<file path="config.mk">
export PLATFORM = sky130hd
export DESIGN_NAME = ps2_kbd_event_rx_flat
export DESIGN_NICKNAME = d
export VERILOG_FILES = /design/src/rtl/ps2_kbd_event_rx_if.sv /design/src/rtl/ps2_kbd_event_rx.sv /design/src/flat_wrapper.sv
export SDC_FILE = /design/constraint.sdc
export NUM_CORES = 1
export LEC_CHECK = 0
export ABC_AREA = 1
export BUFFER_PORTS_ARGS = -buffer_cell sky130_fd_sc_hd__buf_4
export CORE_UTILIZATION = 60
export DETAILED_ROUTE_END_ITERATION = 8
export GPL_TIMING_DRIVEN = 0
export PLACE_DENSITY = 0.89
export SKIP_CTS_REPAIR_TIMING = 1
export SLEW_MARGIN = 20
export SYNTH_ARGS = -nofsm -noshare
export SYNTH_HDL_FRONTEND = slang
export SYNTH_SLANG_ARGS = --single-unit
</file>
<file path="constraint.sdc">
create_clock -name i_clk -period 3.1 [get_ports i_clk]
set_clock_uncertainty 0.2 [all_clocks]
set_input_delay 0.465 -clock i_clk [delete_from_list [all_inputs] [get_ports i_clk]]
set_output_delay 0.465 -clock i_clk [all_outputs]
set_load 0.01 [all_outputs]
</file>
<file path="src/rtl/ps2_kbd_event_rx_if.sv">
// Key-event pop port of the PS/2 keyboard receiver.
// master: drives the FIFO head (valid/code/ext/break) and samples ready.
// slave : the consumer; samples the head and drives ready.
interface ps2_kbd_event_rx_if;
  logic       evt_valid;
  logic       evt_ready;
  logic [7:0] evt_code;
  logic       evt_ext;
  logic       evt_break;

  modport master (output evt_valid, evt_code, evt_ext, evt_break, input evt_ready);
  modport slave  (input evt_valid, evt_code, evt_ext, evt_break, output evt_ready);
endinterface

</file>
<file path="src/rtl/ps2_kbd_event_rx.sv">
// PS/2 keyboard receiver: 11-bit frame check, E0/F0 prefix decode, FWFT event FIFO,
// plus make counter / held flag / last make code for display logic.
// Latency: evt_valid rises 3 clk after the stop-bit fall is detected (empty FIFO).
// Backpressure: events wait in the FIFO; when full, new events are dropped and
// o_overflow sticks until reset.
// Ports: i_clk, i_rst (sync, active-high), i_ps2_clk/i_ps2_data (async pins),
//   evt_if (master: evt_valid/evt_ready/evt_code/evt_ext/evt_break), o_fifo_level,
//   o_press_count, o_last_code, o_held, o_frame_err (pulse), o_overflow (sticky).
// Optional feature macro: PS2_TYPEMATIC_FILTER_EN (suppress auto-repeat makes).
module ps2_kbd_event_rx #(
  parameter int FIFO_DEPTH  = 8,
  parameter int CNT_W       = 8,
  parameter int TIMEOUT_CYC = 10000,
  localparam int LVL_W      = $clog2(FIFO_DEPTH) + 1
) (
  input  logic                i_clk,
  input  logic                i_rst,
  input  logic                i_ps2_clk,
  input  logic                i_ps2_data,
  ps2_kbd_event_rx_if.master  evt_if,
  output logic [LVL_W-1:0]    o_fifo_level,
  output logic [CNT_W-1:0]    o_press_count,
  output logic [7:0]          o_last_code,
  output logic                o_held,
  output logic                o_frame_err,
  output logic                o_overflow
);

  localparam int PTR_W = $clog2(FIFO_DEPTH);
  localparam int TO_W  = $clog2(TIMEOUT_CYC + 1);

  localparam logic [1:0] ST_IDLE    = 2'd0;
  localparam logic [1:0] ST_EXT     = 2'd1;
  localparam logic [1:0] ST_BRK     = 2'd2;
  localparam logic [1:0] ST_EXT_BRK = 2'd3;

  // ---------------- pin synchronisers ----------------
  logic r_clk_s1, r_clk_s2, r_clk_s3;
  logic r_dat_s1, r_dat_s2;

  always_ff @(posedge i_clk) begin
    if (i_rst) begin
      r_clk_s1 <= 1'b0;
      r_clk_s2 <= 1'b0;
      r_clk_s3 <= 1'b0;
      r_dat_s1 <= 1'b0;
      r_dat_s2 <= 1'b0;
    end else begin
      r_clk_s1 <= i_ps2_clk;
      r_clk_s2 <= r_clk_s1;
      r_clk_s3 <= r_clk_s2;
      r_dat_s1 <= i_ps2_data;
      r_dat_s2 <= r_dat_s1;
    end
  end

  logic w_fall;
  assign w_fall = r_clk_s3 & ~r_clk_s2;

  // ---------------- frame receiver ----------------
  logic [3:0]      r_bit_cnt;
  logic [9:0]      r_sh;       // bits 0..9 of the frame, bit 0 ends up at [0]
  logic [TO_W-1:0] r_to_cnt;
  logic            r_byte_vld;
  logic [7:0]      r_byte;
  logic            r_frame_err;

  logic [10:0] w_frame;
  logic        w_frame_ok;
  logic        w_timeout;

  // Current sample completes the frame when the 11th fall (stop bit) arrives.
  assign w_frame    = {r_dat_s2, r_sh};
  assign w_frame_ok = ~w_frame[0] & (^w_frame[9:1]) & w_frame[10];
  assign w_timeout  = (r_bit_cnt != 4'd0) && !w_fall &&
                      (r_to_cnt == TO_W'(TIMEOUT_CYC - 1));

  always_ff @(posedge i_clk) begin
    if (i_rst) begin
      r_bit_cnt   <= '0;
      r_sh        <= '0;
      r_to_cnt    <= '0;
      r_byte_vld  <= 1'b0;
      r_byte      <= '0;
      r_frame_err <= 1'b0;
    end else begin
      r_byte_vld  <= 1'b0;
      r_frame_err <= 1'b0;
      if (w_fall) begin
        r_to_cnt <= '0;
        if (r_bit_cnt == 4'd10) begin
          r_bit_cnt <= '0;
          if (w_frame_ok) begin
            r_byte_vld <= 1'b1;
            r_byte     <= w_frame[8:1];
          end else begin
            r_frame_err <= 1'b1;
          end
        end else begin
          r_bit_cnt <= r_bit_cnt + 4'd1;
          r_sh      <= {r_dat_s2, r_sh[9:1]};
        end
      end else if (w_timeout) begin
        r_bit_cnt   <= '0;
        r_to_cnt    <= '0;
        r_frame_err <= 1'b1;
      end else if (r_bit_cnt != 4'd0) begin
        r_to_cnt <= r_to_cnt + TO_W'(1);
      end
    end
  end

  // ---------------- prefix decoder ----------------
  logic [1:0] r_state;
  logic [1:0] w_nxt;
  logic       w_emit, w_ext, w_brk;

  always_comb begin
    w_nxt  = r_state;
    w_emit = 1'b0;
    w_ext  = 1'b0;
    w_brk  = 1'b0;
    if (r_byte_vld) begin
      case (r_state)
        ST_IDLE: begin
          if (r_byte == 8'hE0)      w_nxt = ST_EXT;
          else if (r_byte == 8'hF0) w_nxt = ST_BRK;
          else                      w_emit = 1'b1;
        end
        ST_EXT: begin
          if (r_byte == 8'hF0)      w_nxt = ST_EXT_BRK;
          else if (r_byte != 8'hE0) begin
            w_emit = 1'b1;
            w_ext  = 1'b1;
            w_nxt  = ST_IDLE;
          end
        end
        ST_BRK: begin
          w_emit = 1'b1;
          w_brk  = 1'b1;
          w_nxt  = ST_IDLE;
        end
        default: begin
          w_emit = 1'b1;
          w_ext  = 1'b1;
          w_brk  = 1'b1;
          w_nxt  = ST_IDLE;
        end
      endcase
    end
  end

  logic             r_last_ext;
  logic [7:0]       r_last_code;
  logic             r_held;
  logic [CNT_W-1:0] r_press;
  logic             r_emit_vld;
  logic [9:0]       r_emit_dat;   // {ext, brk, code}

  logic w_same, w_make_ok, w_brk_ev;
  assign w_same   = (r_last_ext == w_ext) && (r_last_code == r_byte);
  assign w_brk_ev = w_emit & w_brk;
`ifdef PS2_TYPEMATIC_FILTER_EN
  // Auto-repeat of the key already down produces no event at all.
  assign w_make_ok = w_emit & ~w_brk & ~(r_held & w_same);
`else
  assign w_make_ok = w_emit & ~w_brk;
`endif

  always_ff @(posedge i_clk) begin
    if (i_rst) begin
      r_state     <= ST_IDLE;
      r_last_ext  <= 1'b0;
      r_last_code <= '0;
      r_held      <= 1'b0;
      r_press     <= '0;
      r_emit_vld  <= 1'b0;
      r_emit_dat  <= '0;
    end else begin
      r_state    <= w_nxt;
      r_emit_vld <= w_make_ok | w_brk_ev;
      r_emit_dat <= {w_ext, w_brk, r_byte};
      // Make bookkeeping happens here so it counts even if the FIFO drops it.
      if (w_make_ok) begin
        r_press     <= r_press + CNT_W'(1);
        r_last_code <= r_byte;
        r_last_ext  <= w_ext;
        r_held      <= 1'b1;
      end else if (w_brk_ev && w_same) begin
        r_held <= 1'b0;
      end
    end
  end

  // ---------------- FWFT event FIFO ----------------
  logic [9:0]       r_mem [FIFO_DEPTH];
  logic [PTR_W-1:0] r_wr, r_rd;
  logic [LVL_W-1:0] r_level;
  logic             r_ovf;

  logic w_pop, w_full, w_push;
  assign w_pop  = (r_level != '0) & evt_if.evt_ready;
  assign w_full = (r_level == LVL_W'(FIFO_DEPTH));
  // A pop in the same cycle frees the slot the push needs.
  assign w_push = r_emit_vld & (~w_full | w_pop);

  always_ff @(posedge i_clk) begin
    if (i_rst) begin
      for (int i = 0; i < FIFO_DEPTH; i++) r_mem[i] <= '0;
      r_wr    <= '0;
      r_rd    <= '0;
      r_level <= '0;
      r_ovf   <= 1'b0;
    end else begin
      if (w_push) begin
        r_mem[r_wr] <= r_emit_dat;
        r_wr        <= r_wr + PTR_W'(1);
      end
      if (w_pop) r_rd <= r_rd + PTR_W'(1);
      case ({w_push, w_pop})
        2'b10:   r_level <= r_level + LVL_W'(1);
        2'b01:   r_level <= r_level - LVL_W'(1);
        default: r_level <= r_level;
      endcase
      if (r_emit_vld && !w_push) r_ovf <= 1'b1;
    end
  end

  assign evt_if.evt_valid = (r_level != '0);
  assign evt_if.evt_ext   = r_mem[r_rd][9];
  assign evt_if.evt_break = r_mem[r_rd][8];
  assign evt_if.evt_code  = r_mem[r_rd][7:0];

  assign o_fifo_level  = r_level;
  assign o_press_count = r_press;
  assign o_last_code   = r_last_code;
  assign o_held        = r_held;
  assign o_frame_err   = r_frame_err;
  assign o_overflow    = r_ovf;

endmodule

</file>
<file path="src/flat_wrapper.sv">
// flat-port wrapper written by rule: the top's interface ports become plain ports
module ps2_kbd_event_rx_flat 
#(
  parameter int FIFO_DEPTH  = 8,
  parameter int CNT_W       = 8,
  parameter int TIMEOUT_CYC = 10000,
  localparam int LVL_W      = $clog2(FIFO_DEPTH) + 1
)
  (i_clk, i_rst, i_ps2_clk, i_ps2_data, o_fifo_level, o_press_count, o_last_code, o_held, o_frame_err, o_overflow, evt_if_evt_valid, evt_if_evt_code, evt_if_evt_ext, evt_if_evt_break, evt_if_evt_ready);
  ps2_kbd_event_rx_if evt_if_i ();
  input  logic i_clk;
  input  logic i_rst;
  input  logic i_ps2_clk;
  input  logic i_ps2_data;
  output logic [LVL_W-1:0] o_fifo_level;
  output logic [CNT_W-1:0] o_press_count;
  output logic [7:0] o_last_code;
  output logic o_held;
  output logic o_frame_err;
  output logic o_overflow;
  output wire logic [$bits(evt_if_i.evt_valid)-1:0] evt_if_evt_valid;
  output wire logic [$bits(evt_if_i.evt_code)-1:0] evt_if_evt_code;
  output wire logic [$bits(evt_if_i.evt_ext)-1:0] evt_if_evt_ext;
  output wire logic [$bits(evt_if_i.evt_break)-1:0] evt_if_evt_break;
  input wire logic [$bits(evt_if_i.evt_ready)-1:0] evt_if_evt_ready;
  assign evt_if_evt_valid = evt_if_i.evt_valid;
  assign evt_if_evt_code = evt_if_i.evt_code;
  assign evt_if_evt_ext = evt_if_i.evt_ext;
  assign evt_if_evt_break = evt_if_i.evt_break;
  assign evt_if_i.evt_ready = evt_if_evt_ready;
  ps2_kbd_event_rx #(.FIFO_DEPTH(FIFO_DEPTH), .CNT_W(CNT_W), .TIMEOUT_CYC(TIMEOUT_CYC)) u_core (.i_clk(i_clk), .i_rst(i_rst), .i_ps2_clk(i_ps2_clk), .i_ps2_data(i_ps2_data), .evt_if(evt_if_i), .o_fifo_level(o_fifo_level), .o_press_count(o_press_count), .o_last_code(o_last_code), .o_held(o_held), .o_frame_err(o_frame_err), .o_overflow(o_overflow));
endmodule
</file>
==> impl_metrics.toml, run 1 <==
[run_status]
run_status = "finished, final reports clean"

[sta]
final-max-slew-violation-count = 0
relSlewSlack_pct = 54.63
slew_at_the_pin_closest_to_its_max_slew_limit_ns = 0.6780
worst_hold_slack_ns = 0.03431
setup_tns_final_ns = 0
postLayoutSetupSlackWorst_ns = 0.3700
post-route-min-period_ns = 2.730
grt_setup_unrepaired = "no"
finalCritPeriodShare_pct = 88.07
peak_freq_mhz = 366.3
setup-violations-final = 0
timing_hold_violations_final = 0

[clock_tree]
tritoncts_clock_tree = "built"
worst_setup_hold_path_clk_slew_ns = 0.06
cts_num_sinks = 168
cts_root_buffer = "sky130_fd_sc_hd__clkbuf_16"
h-tree-depth = 4
clock_latency_of_the_later_clocked_register_in_the_worst_skew_pair_ns = 0.43
cts_inserted_buffers = 17
cts_buffer_depth = 2

[routing]
detail_route.wirelength_um = 17230
drt_first_pass_iters = 5
ant_nets = 0
route.detailed.vias_per_inst = 5.532
drc = 0
iter_0_drt_violations = 655
wire_per_inst_um = 15.71
route.vias.total = 6069

[synthesis]
mappedNetlistNets = 874
post-synth-top-count-cell = "sky130_fd_sc_hd__nor2_1"
synth_cell_types = 43
synth.top_cells.by_area = "sky130_fd_sc_hd__edfxtp_1, sky130_fd_sc_hd__dfxtp_1, sky130_fd_sc_hd__nor2_1, sky130_fd_sc_hd__o21ai_0, sky130_fd_sc_hd__nand2_1"
ys_async_sr_fraction_pct = 0
synth_enable_flop_cells = 80
yosys_warnings = 0
synth_top_cell_by_area = "sky130_fd_sc_hd__edfxtp_1"
leading_cell_types_by_count_after_synthesis = "sky130_fd_sc_hd__nor2_1, sky130_fd_sc_hd__nand2_1, sky130_fd_sc_hd__dfxtp_1"
yosysSeqAreaShare_pct = 55.29
syn_area_um2 = 7531
post-synth-top-area-fraction_pct = 31.90
synth_top_flop_cell = "sky130_fd_sc_hd__dfxtp_1"
netlist_instances = 859
synth.avg_cell_area_um2 = 8.767
ys_seq_elements = 168

[place]
detailedPlacementHpwl_um = 11500
routabilityCongestion = 0.8792
port_buffers = 38
placed_cell_area_um2 = 8026
place_worst_setup_slack_ns = 0.7179

[floorplan]
die_width_um = 114.0
floorplan.die_area_um2 = 13000
placementRows = 40
die_y_um = 114.0
fp.coreArea_um2 = 12110
io-pin-count = 39
effective_utilization_at_floorplan_pct = 62.18

[layout]
drive_above_1_share_pct = 14.53
final_util_pct = 71.35
antennaDiodeCount = 0
finalNetCount = 931
syn2layout_area_growth_pct = 14.75
finish.instance_area_um2 = 8642

[pwr]
switching_share_pct = 27.39
power.density_cell_area_nw_per_um2 = 662.9
leakage_nw = 3.366
max-vdd-ir-drop_mv = 0.5400
p_int_mw = 4.160
power.net_switching_mw = 1.569
power.sequential.fraction_pct = 43.3
comb_power_share_pct = 18.7
clock_power_share_pct = 38.0

[global_routing]
grt_pass1_vias = 5609
grt_start_max_net_pins = 17
grt_first_pass_wirelength_um = 27100
globalRoute.totalOverflow = 0
grtUsageTotal_pct = 27.86
grt_antenna_before_repair = 0

[critical_path]
worst_setup_path_end_kind = "primary output"
setup.reg_to_reg.worst_slack_ns = 0.72
criticalPathCategory = "reg2out"
setup.worst_path.start_class = "flop"
arrival_time_worst_endpoint_ns = 2.07
crit-reg2reg-launch = "u_core.o_fifo_level[2]"
cp_max_fo = 10
worstPathRequired_ns = 2.43

[hold_path]
hold_path.class = "in2reg"
holdCritStartpoint = "i_ps2_data"

[run]
maxCapViolations = 0
## placed cells by master, fill, tap and decap left out, types with 2 or more instances in the layout
master,n
sky130_fd_sc_hd__a21oi_1,47
sky130_fd_sc_hd__a31oi_1,10
sky130_fd_sc_hd__buf_1,3
sky130_fd_sc_hd__buf_2,12
sky130_fd_sc_hd__buf_4,39
sky130_fd_sc_hd__buf_6,2
sky130_fd_sc_hd__bufinv_16,2
sky130_fd_sc_hd__clkbuf_1,17
sky130_fd_sc_hd__clkbuf_16,19
sky130_fd_sc_hd__clkbuf_2,2
sky130_fd_sc_hd__clkbuf_8,3
sky130_fd_sc_hd__clkinv_2,3
sky130_fd_sc_hd__dfxtp_1,88
sky130_fd_sc_hd__edfxtp_1,80
sky130_fd_sc_hd__ha_1,9
sky130_fd_sc_hd__inv_1,86
sky130_fd_sc_hd__inv_2,13
sky130_fd_sc_hd__nand2_1,94
sky130_fd_sc_hd__nand2_2,11
sky130_fd_sc_hd__nand2_4,4
sky130_fd_sc_hd__nand3_1,23
sky130_fd_sc_hd__nand3_2,3
sky130_fd_sc_hd__nand3_4,5
sky130_fd_sc_hd__nand4_1,14
sky130_fd_sc_hd__nor2_1,199
sky130_fd_sc_hd__nor2_2,4
sky130_fd_sc_hd__nor2_4,6
sky130_fd_sc_hd__nor3_1,7
sky130_fd_sc_hd__o21ai_0,74
sky130_fd_sc_hd__o21ai_1,4
sky130_fd_sc_hd__o22ai_1,14
sky130_fd_sc_hd__xnor2_1,6
sky130_fd_sc_hd__xor2_1,10
## logic make-up (layout without fill, tap and decap cells)
kind of cell	count (synthesis)	in the layout	synth area share (%)
buffers and inverters	132	202	7.028
adder cells (fa/ha/maj)	10	10	1.761
XOR/XNOR	16	16	1.861
flip-flops	168	168	55.29
AO/OA/AOI/OAI	154	154	10.85
AND/OR/NAND/NOR	379	379	23.21
## layout make-up
class | instances | area (µm²)
clock inverter | 6 | 81.33
inverter | 99 | 371.6
clock buffer | 26 | 534.3
buffer | 33 | 157.7
tap | 168 | 210.2
multi-input combinational | 559 | 2838
sequential | 168 | 4164
timing repair buffer | 38 | 285.3
fill | 872 | 3470
## critical path: stages (launching register included)
cell and delay [ns]:
sky130_fd_sc_hd__dfxtp_1 0.44, sky130_fd_sc_hd__inv_2 0.09, sky130_fd_sc_hd__clkbuf_1 0.19, sky130_fd_sc_hd__o21ai_0 0.34
sky130_fd_sc_hd__o22ai_1 0.14, sky130_fd_sc_hd__nor2_1 0.18, sky130_fd_sc_hd__a31oi_1 0.08, sky130_fd_sc_hd__buf_4 0.18
## metrics by stage
step / total power [mW] / cells
detailed placement: 3.586 / 1065
finish: 5.729 / 1097
floorplan: 3.186 / 859
global route: 5.950 / 1097
global placement: 3.544 / 1065
CTS: 5.726 / 1097
## path summary, 6_finish.rpt
kind,to,cells past startpoint
setup reg to reg,u_core.r_mem[4][2],7
setup / recovery,evt_if_evt_code[7],7
hold reg to reg,u_core.r_dat_s2,2
hold / removal,u_core.r_dat_s1,3
## per-layer routing
layer | wire length [µm] | GRT usage [%]
met4 | 514 | 14.11
met2 | 8457 | 46.38
met1 | 7009 | 34.69
met3 | 1249 | 5.473
met5 | 0 | 0
## registers in the layout (all words and copies together), names as in the netlist, 4 cells and up, named ones only
name / flops
u_core.r_mem: 80
u_core.o_press_count: 8
u_core.r_sh: 10
u_core.r_to_cnt: 14
u_core.r_byte: 8
u_core.r_bit_cnt: 4
u_core.o_fifo_level: 4
u_core.o_last_code: 8
u_core.r_emit_dat: 10
## power groups by stage
stage          Clock [mW]  Sequential [mW]  Combinational [mW]
2_1_floorplan           0             2.51               0.675
3_3_place_gp            0             2.52                1.02
3_5_place_dp            0             2.52                1.06
4_1_cts              2.18             2.48                1.07
5_1_grt              2.27             2.49                1.19
6_report             2.18             2.48                1.07
(Power assumes the default switching activity.)
==> run 2: changes to the inputs <==
Settings changed: CORE_ASPECT_RATIO set to 1.5.
==> run 2 against run 1 <==
Net effect:
- sequential power barely moved
- flip-flop and latch count unchanged
- cell area is 0.54% lower
- cell count fell by 1.4%
- via count unchanged
- sequential share of layout area rose by 0.26 points
- core utilization is 0.54 points lower
- critical path type unchanged
==> impl_metrics.toml, run 2 (synthesis results as in run 1) <==
[run_status]
run_status = "finished, final reports clean"

[routing]
route.detailed.vias_per_inst = 5.609
ant_nets = 0
drc = 0
detail_route.wirelength_um = 17730
iter_0_drt_violations = 452
wire_per_inst_um = 16.38
route.vias.total = 6069
drt_first_pass_iters = 5

[critical_path]
worst_setup_path_end_kind = "primary output"
setup.reg_to_reg.worst_slack_ns = 0.76
worstPathRequired_ns = 2.43
criticalPathCategory = "reg2out"
cp_max_fo = 10
setup.worst_path.start_class = "flop"
arrival_time_worst_endpoint_ns = 2.24

[global_routing]
grt_antenna_before_repair = 0
grtUsageTotal_pct = 28.76
grt_start_max_net_pins = 17
globalRoute.totalOverflow = 0
grt_pass1_vias = 5944
grt_first_pass_wirelength_um = 28360

[sta]
relSlewSlack_pct = 54.03
post-route-min-period_ns = 2.906
peak_freq_mhz = 344.1
final-max-slew-violation-count = 0
setup-violations-final = 0
finalCritPeriodShare_pct = 93.76
setup_tns_final_ns = 0
slew_at_the_pin_closest_to_its_max_slew_limit_ns = 0.6870
timing_hold_violations_final = 0
grt_setup_unrepaired = "no"
worst_hold_slack_ns = 0.03946

[clock_tree]
tritoncts_clock_tree = "built"
cts_num_sinks = 168
h-tree-depth = 4
worst_setup_hold_path_clk_slew_ns = 0.06
cts_buffer_depth = 2
cts_inserted_buffers = 17
cts_root_buffer = "sky130_fd_sc_hd__clkbuf_16"
clock_latency_of_the_later_clocked_register_in_the_worst_skew_pair_ns = 0.43

[pwr]
max-vdd-ir-drop_mv = 0.4981
power.density_cell_area_nw_per_um2 = 660.6
leakage_nw = 3.327

[layout]
syn2layout_area_growth_pct = 14.14
fill_cells = 848
final_common_cell = "sky130_fd_sc_hd__nor2_1"
antennaDiodeCount = 0
largest_register_ffs = 80
drive_above_1_share_pct = 14.21
finalNetCount = 931
regMostFlops = "u_core.r_mem"
finish.instance_area_um2 = 8596
layout.cells.most_common_list = "sky130_fd_sc_hd__nor2_1, sky130_fd_sc_hd__nand2_1, sky130_fd_sc_hd__dfxtp_1"
biggestRegsByFlops = "u_core.r_mem: 80 flops, u_core.r_to_cnt: 14 flops"

[place]
detailedPlacementHpwl_um = 12040
port_buffers = 38
routabilityCongestion = 0.8779
placed_cell_area_um2 = 8008

[run]
maxCapViolations = 0

[hold_path]
hold_path.class = "in2reg"

[floorplan]
die_width_um = 93.48
effective_utilization_at_floorplan_pct = 62.04
floorplan.die_area_um2 = 13010
io-pin-count = 39
fp.coreArea_um2 = 12140
die_y_um = 139.2
placementRows = 49
-- run 2: where the power goes --
group | switching (mW) | total, mW | internal (mW)
Combinational | 0.679 | 1.08 | 0.403
Sequential | 0.0717 | 2.48 | 2.41
Clock | 0.854 | 2.12 | 1.26
Total | 1.61 | 5.68 | 4.07
-- run 2: final timing paths --
check | start | to | cells past startpoint
max | flop | evt_if_evt_break | 6
min | i_ps2_clk | u_core.r_clk_s1 | 3
min reg2reg | u_core.r_clk_s1 | u_core.r_clk_s2 | 2
max reg2reg | u_core.o_fifo_level[2] | u_core.r_mem[4][6] | 7
-- run 2: area by class of cell --
type                    instances  area [µm²]  share of cell area (%)
flip-flops and latches        168        4164                   48.44
inverters                      99       371.6                   4.323
plain buffers                  33       157.7                   1.834
clock buffers                  20       436.7                   5.080
well taps                     153       191.4                   2.227
multi-input cells             559        2838                   33.01
repair buffers                 38       285.3                   3.319
clock inverters                12       151.4                   1.761
-- run 2: per-layer routing --
layer	up-vias	GRT usage, %	share of wire (%)
met1	2805	29.03	35
li1	2945	-	-
met4	0	16.52	5.3
met5	-	0	0
met2	254	53.37	54
met3	65	5.847	5.7
-- run 2: worst max-delay path, stage by stage, from the launching register on --
cell                       delay [ns]
sky130_fd_sc_hd__dfxtp_1         0.44
sky130_fd_sc_hd__clkbuf_1        0.38
sky130_fd_sc_hd__o21ai_0         0.18
sky130_fd_sc_hd__o22ai_1         0.31
sky130_fd_sc_hd__nor2_1          0.10
sky130_fd_sc_hd__a31oi_1         0.22
sky130_fd_sc_hd__buf_4           0.16
-- run 2: per-stage QoR --
step	power [mW]	setup WS (ns)	std cells	util (%)
5_1_grt	5.906	0.09405	1082	70.81
2_1_floorplan	3.186	1.087	859	-
3_5_place_dp	3.592	0.6528	1050	65.97
4_1_cts	5.664	0.1969	1082	70.81
6_report	5.679	0.1935	1082	70.81
3_3_place_gp	3.553	0.6884	1050	65.97
